===== config.mk =====
export PLATFORM = sky130hd
export DESIGN_NAME = spi_calc_master
export DESIGN_NICKNAME = d
export VERILOG_FILES = /design/src/rtl/spi_calc_master.sv
export SDC_FILE = /design/constraint.sdc
export NUM_CORES = 1
export LEC_CHECK = 0
export BUFFER_PORTS_ARGS = -buffer_cell sky130_fd_sc_hd__buf_2
export CORE_ASPECT_RATIO = 1.1
export CORE_MARGIN = 3
export CORE_UTILIZATION = 50
export DETAILED_ROUTE_END_ITERATION = 10
export PLACE_DENSITY = 0.7
export SYNTH_ARGS = -nofsm -noshare
export SYNTH_HDL_FRONTEND = slang
export SYNTH_SLANG_ARGS = --single-unit

===== constraint.sdc =====
create_clock -name clk_i -period 10.59 [get_ports clk_i]
set_input_delay 2.6475 -clock clk_i [delete_from_list [all_inputs] [get_ports clk_i]]
set_output_delay 2.6475 -clock clk_i [all_outputs]
set_load 0.01 [all_outputs]

===== src/rtl/spi_calc_master.sv =====
// ---------------------------------------------------------------------------
// spi_calc_master
//
// Host-side SPI master for the calculator peripheral. A parallel request
// (8-bit address, 16-bit data) becomes one 32-bit frame {8'h00, addr, data}.
// The frame is shifted out MSB first on mosi_o. The 32 bits sampled on
// miso_i come back as a parallel word on rdata_o.
//
// SCLK is idle low. MOSI changes only on SCLK rise. MISO is sampled only on
// SCLK fall. Each frame is followed by an inter-frame gap with cs_o high.
//
// Parameters:
//   CLK_DIV    clk_i cycles per SCLK half-period (>= 1)
//   GAP_CYCLES minimum clk_i cycles cs_o stays high between frames (>= 1)
//   CNT_W      half-period / gap counter width, holds max(CLK_DIV, GAP_CYCLES)
//
// Ports:
//   clk_i    system clock
//   rst_i    asynchronous active-high reset
//   start_i  request strobe, accepted only while busy_o = 0
//   addr_i   register address (0x00 reset, 0x01 operate)
//   data_i   write data (operate: [15:8] = A, [7:0] = B)
//   busy_o   frame or inter-frame gap in progress
//   done_o   one-cycle pulse at end of frame
//   rdata_o  word received on MISO ([16] peripheral busy, [15:0] result)
//   sclk_o   serial clock, idle low
//   mosi_o   serial data out, MSB first
//   cs_o     chip select, active low
//   miso_i   serial data in
//
// Optional build macro: SPI_CALC_MASTER_IDLE_SCLK_EN
//   When defined, sclk_o free-runs (toggling every CLK_DIV cycles) in IDLE
//   and GAP with cs_o = 1 and mosi_o = 0. This keeps the SCLK-clocked
//   calculator core advancing between frames. An accepted request waits
//   for sclk_o = 0 before the frame starts, so cs_o never moves while SCLK
//   is high.
// ---------------------------------------------------------------------------
module spi_calc_master #(
    parameter int CLK_DIV    = 4,
    parameter int GAP_CYCLES = 8,
    parameter int CNT_W      = 8
) (
    input  logic        clk_i,
    input  logic        rst_i,
    input  logic        start_i,
    input  logic [7:0]  addr_i,
    input  logic [15:0] data_i,
    output logic        busy_o,
    output logic        done_o,
    output logic [31:0] rdata_o,
    output logic        sclk_o,
    output logic        mosi_o,
    output logic        cs_o,
    input  logic        miso_i
);

    // FSM encoding
    localparam logic [2:0] S_IDLE  = 3'd0;
    localparam logic [2:0] S_SETUP = 3'd1;
    localparam logic [2:0] S_HIGH  = 3'd2;
    localparam logic [2:0] S_LOW   = 3'd3;
    localparam logic [2:0] S_END   = 3'd4;
    localparam logic [2:0] S_GAP   = 3'd5;

    localparam logic [CNT_W-1:0] HALF_LAST = CNT_W'(CLK_DIV - 1);
    localparam logic [CNT_W-1:0] GAP_LAST  = CNT_W'(GAP_CYCLES - 1);
    localparam logic [5:0]       LAST_BIT  = 6'd31;

    logic [2:0]       state_q,   state_d;
    logic [CNT_W-1:0] cnt_q,     cnt_d;
    logic [5:0]       bit_cnt_q, bit_cnt_d;
    logic [31:0]      tx_q,      tx_d;
    logic [31:0]      rx_q,      rx_d;
    logic             busy_q,    busy_d;
    logic             done_q,    done_d;
    logic [31:0]      rdata_q,   rdata_d;
    logic             sclk_q,    sclk_d;
    logic             mosi_q,    mosi_d;
    logic             cs_q,      cs_d;

    logic             half_done;
    logic             gap_done;
    logic [31:0]      frame;

    assign half_done = (cnt_q == HALF_LAST);
    assign gap_done  = (cnt_q == GAP_LAST);
    assign frame     = {8'h00, addr_i, data_i};

`ifdef SPI_CALC_MASTER_IDLE_SCLK_EN
    // Divider for the free-running SCLK outside frames.
    logic [CNT_W-1:0] div_q, div_d;
    logic             idle_tick;

    assign idle_tick = (div_q == HALF_LAST);
`endif

    always_comb begin
        state_d   = state_q;
        cnt_d     = cnt_q + 1'b1;
        bit_cnt_d = bit_cnt_q;
        tx_d      = tx_q;
        rx_d      = rx_q;
        busy_d    = busy_q;
        done_d    = 1'b0;
        rdata_d   = rdata_q;
        sclk_d    = sclk_q;
        mosi_d    = mosi_q;
        cs_d      = cs_q;
`ifdef SPI_CALC_MASTER_IDLE_SCLK_EN
        div_d     = '0;
`endif

        case (state_q)
            S_IDLE: begin
                cnt_d = '0;
`ifdef SPI_CALC_MASTER_IDLE_SCLK_EN
                div_d = idle_tick ? '0 : div_q + 1'b1;
                if (idle_tick) begin
                    sclk_d = ~sclk_q;
                end
                // busy_q high in IDLE means a request is latched and
                // waiting for the free-running SCLK to reach its low phase.
                if (start_i && !busy_q) begin
                    busy_d = 1'b1;
                    tx_d   = frame;
                end
                if ((start_i || busy_q) && !sclk_q) begin
                    state_d   = S_SETUP;
                    cs_d      = 1'b0;
                    sclk_d    = 1'b0;
                    mosi_d    = 1'b0;
                    bit_cnt_d = '0;
                    div_d     = '0;
                end
`else
                if (start_i) begin
                    busy_d    = 1'b1;
                    tx_d      = frame;
                    state_d   = S_SETUP;
                    cs_d      = 1'b0;
                    sclk_d    = 1'b0;
                    mosi_d    = 1'b0;
                    bit_cnt_d = '0;
                end
`endif
            end

            // SETUP and LOW both end with an SCLK rise that presents the
            // next frame bit, so they share one branch.
            S_SETUP, S_LOW: begin
                if (half_done) begin
                    cnt_d   = '0;
                    sclk_d  = 1'b1;
                    mosi_d  = tx_q[31];
                    tx_d    = {tx_q[30:0], 1'b0};
                    state_d = S_HIGH;
                end
            end

            S_HIGH: begin
                if (half_done) begin
                    cnt_d     = '0;
                    sclk_d    = 1'b0;
                    rx_d      = {rx_q[30:0], miso_i};
                    bit_cnt_d = bit_cnt_q + 6'd1;
                    state_d   = (bit_cnt_q == LAST_BIT) ? S_END : S_LOW;
                end
            end

            // Hold CS low for one more half-period after the last fall so
            // the peripheral sees a full low phase before deselect.
            S_END: begin
                if (half_done) begin
                    cnt_d   = '0;
                    cs_d    = 1'b1;
                    mosi_d  = 1'b0;
                    rdata_d = rx_q;
                    done_d  = 1'b1;
                    state_d = S_GAP;
                end
            end

            S_GAP: begin
`ifdef SPI_CALC_MASTER_IDLE_SCLK_EN
                div_d = idle_tick ? '0 : div_q + 1'b1;
                if (idle_tick) begin
                    sclk_d = ~sclk_q;
                end
`endif
                if (gap_done) begin
                    cnt_d   = '0;
                    busy_d  = 1'b0;
                    state_d = S_IDLE;
                end
            end

            default: begin
                state_d = S_IDLE;
                cnt_d   = '0;
                busy_d  = 1'b0;
                cs_d    = 1'b1;
                sclk_d  = 1'b0;
                mosi_d  = 1'b0;
            end
        endcase
    end

    always_ff @(posedge clk_i or posedge rst_i) begin
        if (rst_i) begin
            state_q   <= S_IDLE;
            cnt_q     <= '0;
            bit_cnt_q <= '0;
            tx_q      <= '0;
            rx_q      <= '0;
            busy_q    <= 1'b0;
            done_q    <= 1'b0;
            rdata_q   <= '0;
            sclk_q    <= 1'b0;
            mosi_q    <= 1'b0;
            cs_q      <= 1'b1;
`ifdef SPI_CALC_MASTER_IDLE_SCLK_EN
            div_q     <= '0;
`endif
        end else begin
            state_q   <= state_d;
            cnt_q     <= cnt_d;
            bit_cnt_q <= bit_cnt_d;
            tx_q      <= tx_d;
            rx_q      <= rx_d;
            busy_q    <= busy_d;
            done_q    <= done_d;
            rdata_q   <= rdata_d;
            sclk_q    <= sclk_d;
            mosi_q    <= mosi_d;
            cs_q      <= cs_d;
`ifdef SPI_CALC_MASTER_IDLE_SCLK_EN
            div_q     <= div_d;
`endif
        end
    end

    assign busy_o  = busy_q;
    assign done_o  = done_q;
    assign rdata_o = rdata_q;
    assign sclk_o  = sclk_q;
    assign mosi_o  = mosi_q;
    assign cs_o    = cs_q;

endmodule

; After elaboration in Yosys (flattened, before gate mapping)
; Index checks and enable logic that the tools add are counted.
[totals]
in_bits = 28
ff_bits = 118
output_inout_bits = 37
elab_cells = 75
[classes]
n_bitwise = 4
eq_ne = 13
muxes = 28
reduce_logical = 17
n_addsub = 2
[op_table]
columns = op, n
row1 = $mux 32, 2
row2 = $pmux 32 s2, 1
row3 = $mux 3, 6
row4 = $mux 8, 2
row5 = $pmux 8 s2, 1
row6 = $pmux 3 s5, 1
row7 = $mux 6, 2
row8 = $pmux 6 s2, 1
row9 = $reduce_and 3->1, 4
row10 = $ne 2x2->1 const B, 5
row11 = $add 8x1->8 const B, 1
row12 = $eq 8x2->1 const B, 1
row13 = $eq 8x3->1 const B, 1
row14 = $mux 1, 8
row15 = $pmux 1 s4, 2
row16 = $reduce_and 4->1, 2
row17 = $reduce_or 4->1, 2
row18 = $add 6x1->6 const B, 1
row19 = $eq 3x2->1 const B, 2
row20 = $eq 3x3->1 const B, 2
row21 = $eq 6x5->1 const B, 1
row22 = $pmux 1 s3, 2
row23 = $reduce_or 2->1, 3
row24 = $reduce_and 5->1, 1
row25 = 5 further kinds, 10

; Longest topological paths before layout
[depth]
word_depth = 4
ltp_mapped = 8
ltp_nobuf = 5

; Worst setup path after synthesis
; No wires, ideal clock.
[synth_path]
kind = input-to-reg
from = input start_i
to = register state_q[0]
setup_ps = 125
cell_stages = 4
arrival_ps = 3695
setup_slack_ps = 6770
path_cell_list = nor4b_4 a21oi_1 a32oi_1 mux2_2
[synth_via]
elab_chain_len = 2
[synth_rtl]
columns = element, line_no
row1 = start: declaration, 45  ; input logic start_i,
row2 = $ne 2x2->1 (no line), --
row3 = $reduce_and 5->1 (no line), --
row4 = end signal: assignment, 225  ; state_q <= state_d;
row5 = end: declaration, 69  ; logic [2:0] state_q, state_d;
; Every way passes these cells.
; A chain may end at the register's enable or synchronous reset.

; Final worst setup path
[layout_path]
from = register cs_q, in the netlist cs_o
to = output cs_o
[layout_lines]
columns = element, line_no
row1 = start: declaration, 79  ; logic cs_q, cs_d;
row2 = start signal: assignment, 235  ; cs_q <= cs_d;
row3 = end: declaration, 53  ; output logic cs_o,
; No word-level cell between the ends.

==> qor.yml <==
rsz0062_at_grt: "false"
die_area_um2: 12000
min_period_ps: 3800
areaGrowthSynthToFinish_pct: 17.7
vias: 3453
drive_gt1_share_pct: 38.9
clock_path_buffers: 2
grt_overflow: 0
first_pass_iters: 5
grt_pass1_wl_um: 16900
min_path_type: "reg2reg"
cts_resized: 0
worstPathMaxFanout: 3
crit_slowest_cell: "dfstp_2"
power_switching_share_pct: 30.4
postSynthCellCount: 437
drtIter0Drc: 175
final_common_cell: "dfrtp_1"
setup_viol: 0
critPathKind: "reg2out"
via_per_inst: 5.30
fin_crit_sh_pct: 35.9
clk_latency_ps: 500
synth_edf_count: 0
final_cell_mix: "117 x dfrtp_1, 72 x nand2_1, 64 x buf_2, 62 x mux2_2, 29 x mux2_4"
synth.net_count: 467
setup.worst_path.start_class: "flop"
synth-seq-cells: 118
postPlaceCellArea_um2: 5720
die_y_um: 115
fmax_mhz: 263
ios: 65
die_width_um: 105
final_antenna_net_count: 0
worstPathRequired_ps: 7940
outcome: "completed"
synth_top_cell_by_area: "dfrtp_1"
core.rowCount: 38
cts_root_buf: "clkbuf_8"
fin_setup_tns_ps: 0
crit_family: "flip-flops"
post_cts_buffers: 0
comb_power_share_pct: 22.5
core-area_um2: 10100
hold_violations: 0
grt_start_max_net_pins: 65
gp_congestion: 0.743
synthFlopType: "dfrtp_1"
antenna_found_initial: 0
cts_buffers: 17
cts_tree: "done"
fin_skew_ps: 7.64
slew_headroom_pct: 37.3
postCtsHoldBufs: 0
synth.area.top_cells: "dfrtp_1 55%, mux2_2 13%, mux2_4 8.1%"
wl_um: 9870
synth-seq-area-share_pct: 55.2
track_usage_pct: 17.4
tightest_slew_ps: 940
critPathMaxStageDelay_ps: 530
grt_pass1_vias: 3524
syn-cell-area_um2: 5350
yosysWarnings: 0
seqPwrFrac_pct: 40.0
clock_sinks: 118
worstPathBufferInverterCount: 1
cts-htree-levels: 4
start_util_pct: 52.9
place.detailed.hpwl_um: 6030
worstPathCellList: "buf_2"
pwr-share-clk_pct: 37.6
p_leak_nw: 3.28
power.switching_w: 0.000450
synth.distinct_cells: 46
critPathArrivalTime_ps: 1150
clk_pin_slew_worst_paths_ps: 60
syn_area_per_cell_um2: 12.2
p_int_w: 0.00103
nFillCells: 801
power.density_nw_per_um2: 235
fin_area_um2: 6300
port_buffers: 64
avgRoutedWirePerCell_um: 15.2
end_kind: "output port"
synth_top_area_share_pct: 54.7
diodes: 0
drv_slew: 0
ir_drop_v: 0.000106
layout.nets: 528
drv_cap: 0
async_flop_share_pct: 100
drcViolationCount: 0
==> layout make-up <==
type	count	area, um2	area share, %
flip-flops and latches	118	2950	46.9
clock inverters	14	151	2.40
repair buffers	68	350	5.56
clock buffers	18	428	6.79
inverters	14	55.1	0.874
well taps	140	175	2.78
multi-input cells	279	2190	34.7
==> power groups by stage <==
| stage | combinational, W | sequential, W | clock (W) |
|---|---|---|---|
| detailed placement | 0.000332 | 0.000598 | 0 |
| global route | 0.000373 | 0.000604 | 0.000589 |
| global placement | 0.000322 | 0.000594 | 0 |
| floorplan | 0.000298 | 0.000571 | 0 |
| finish | 0.000332 | 0.000591 | 0.000556 |
| CTS | 0.000337 | 0.000592 | 0.000565 |
==> cell usage after synthesis (2+ instances only) <==
| library cell | n |
|---|---|
| a21o_1 | 3 |
| a21oi_1 | 10 |
| a2bb2oi_1 | 2 |
| a31oi_1 | 4 |
| and3_1 | 5 |
| buf_2 | 7 |
| buf_6 | 7 |
| clkbuf_1 | 11 |
| dfrtp_1 | 117 |
| ha_1 | 2 |
| inv_1 | 14 |
| mux2_2 | 62 |
| mux2_4 | 29 |
| nand2_1 | 72 |
| nand2b_1 | 4 |
| nand3_1 | 10 |
| nand3b_1 | 2 |
| nor2_1 | 18 |
| nor2b_1 | 4 |
| nor3_1 | 3 |
| nor3b_1 | 3 |
| nor4b_4 | 2 |
| o211ai_1 | 5 |
| o21ai_0 | 9 |
| o22ai_1 | 4 |
| o2bb2ai_1 | 4 |
| xnor2_1 | 2 |
| xor2_1 | 4 |
==> cells by family after synthesis <==
group           synth area share [%]
flops                           55.2
xor+xnor                       0.982
mux                             21.6
compound gates                  6.55
fa+ha+maj                      0.467
buf+inv                         4.02
simple gates                    11.2
==> metrics by stage <==
step | hold WS [ps] | util, % | setup WS [ps] | instances | power (W)
final | 458 | 62.2 | 6790 | 651 | 0.00148
after detailed placement | 457 | 56.5 | 6450 | 619 | 0.000930
after CTS | 464 | 62.2 | 6770 | 651 | 0.00149
after floorplan | 424 | - | 4820 | 437 | 0.000868
after global placement | 438 | 56.5 | 6500 | 619 | 0.000916
after global routing | 502 | 62.2 | 6740 | 651 | 0.00157
==> registers in the layout, indices dropped and copies added, names as in the netlist <==
| signal | cells |
|---|---|
| busy_o | 1 |
| sclk_o | 1 |
| state_q | 3 |
| bit_cnt_q | 6 |
| cs_o | 1 |
| cnt_q | 8 |
| done_o | 1 |
| rx_q | 32 |
| tx_q | 32 |
| rdata_o | 32 |
| mosi_o | 1 |
==> worst paths after layout <==
path                                         from                 endpoint  slack, ps  depth (start not counted)
setup reg to reg           state_q[1]$_DFFE_PP0P_     rx_q[27]$_DFFE_PP0P_       7580                          3
max in group asynchronous                   rst_i      tx_q[3]$_DFFE_PP0P_       7100                          3
hold / removal                 cnt_q[0]$_DFF_PP0_       cnt_q[0]$_DFF_PP0_        460                          1
setup / recovery                 cs_o$_DFFE_PP1P_                     cs_o       6790                          1
hold reg to reg                cnt_q[0]$_DFF_PP0_       cnt_q[0]$_DFF_PP0_        460                          1
min in group asynchronous                   rst_i  rdata_o[14]$_DFFE_PP0P_       2250                          2
==> layer usage <==
metal  vias up  part of all wire (%)  track usage (%)
met4         0                   1.4             6.47
met5         -                     0                0
met1      1734                    46             22.6
li1       1635                     -                -
met3        14                   5.1             5.70
met2        70                    48             27.5
Note: power is estimated with default switching activity, not from simulation.
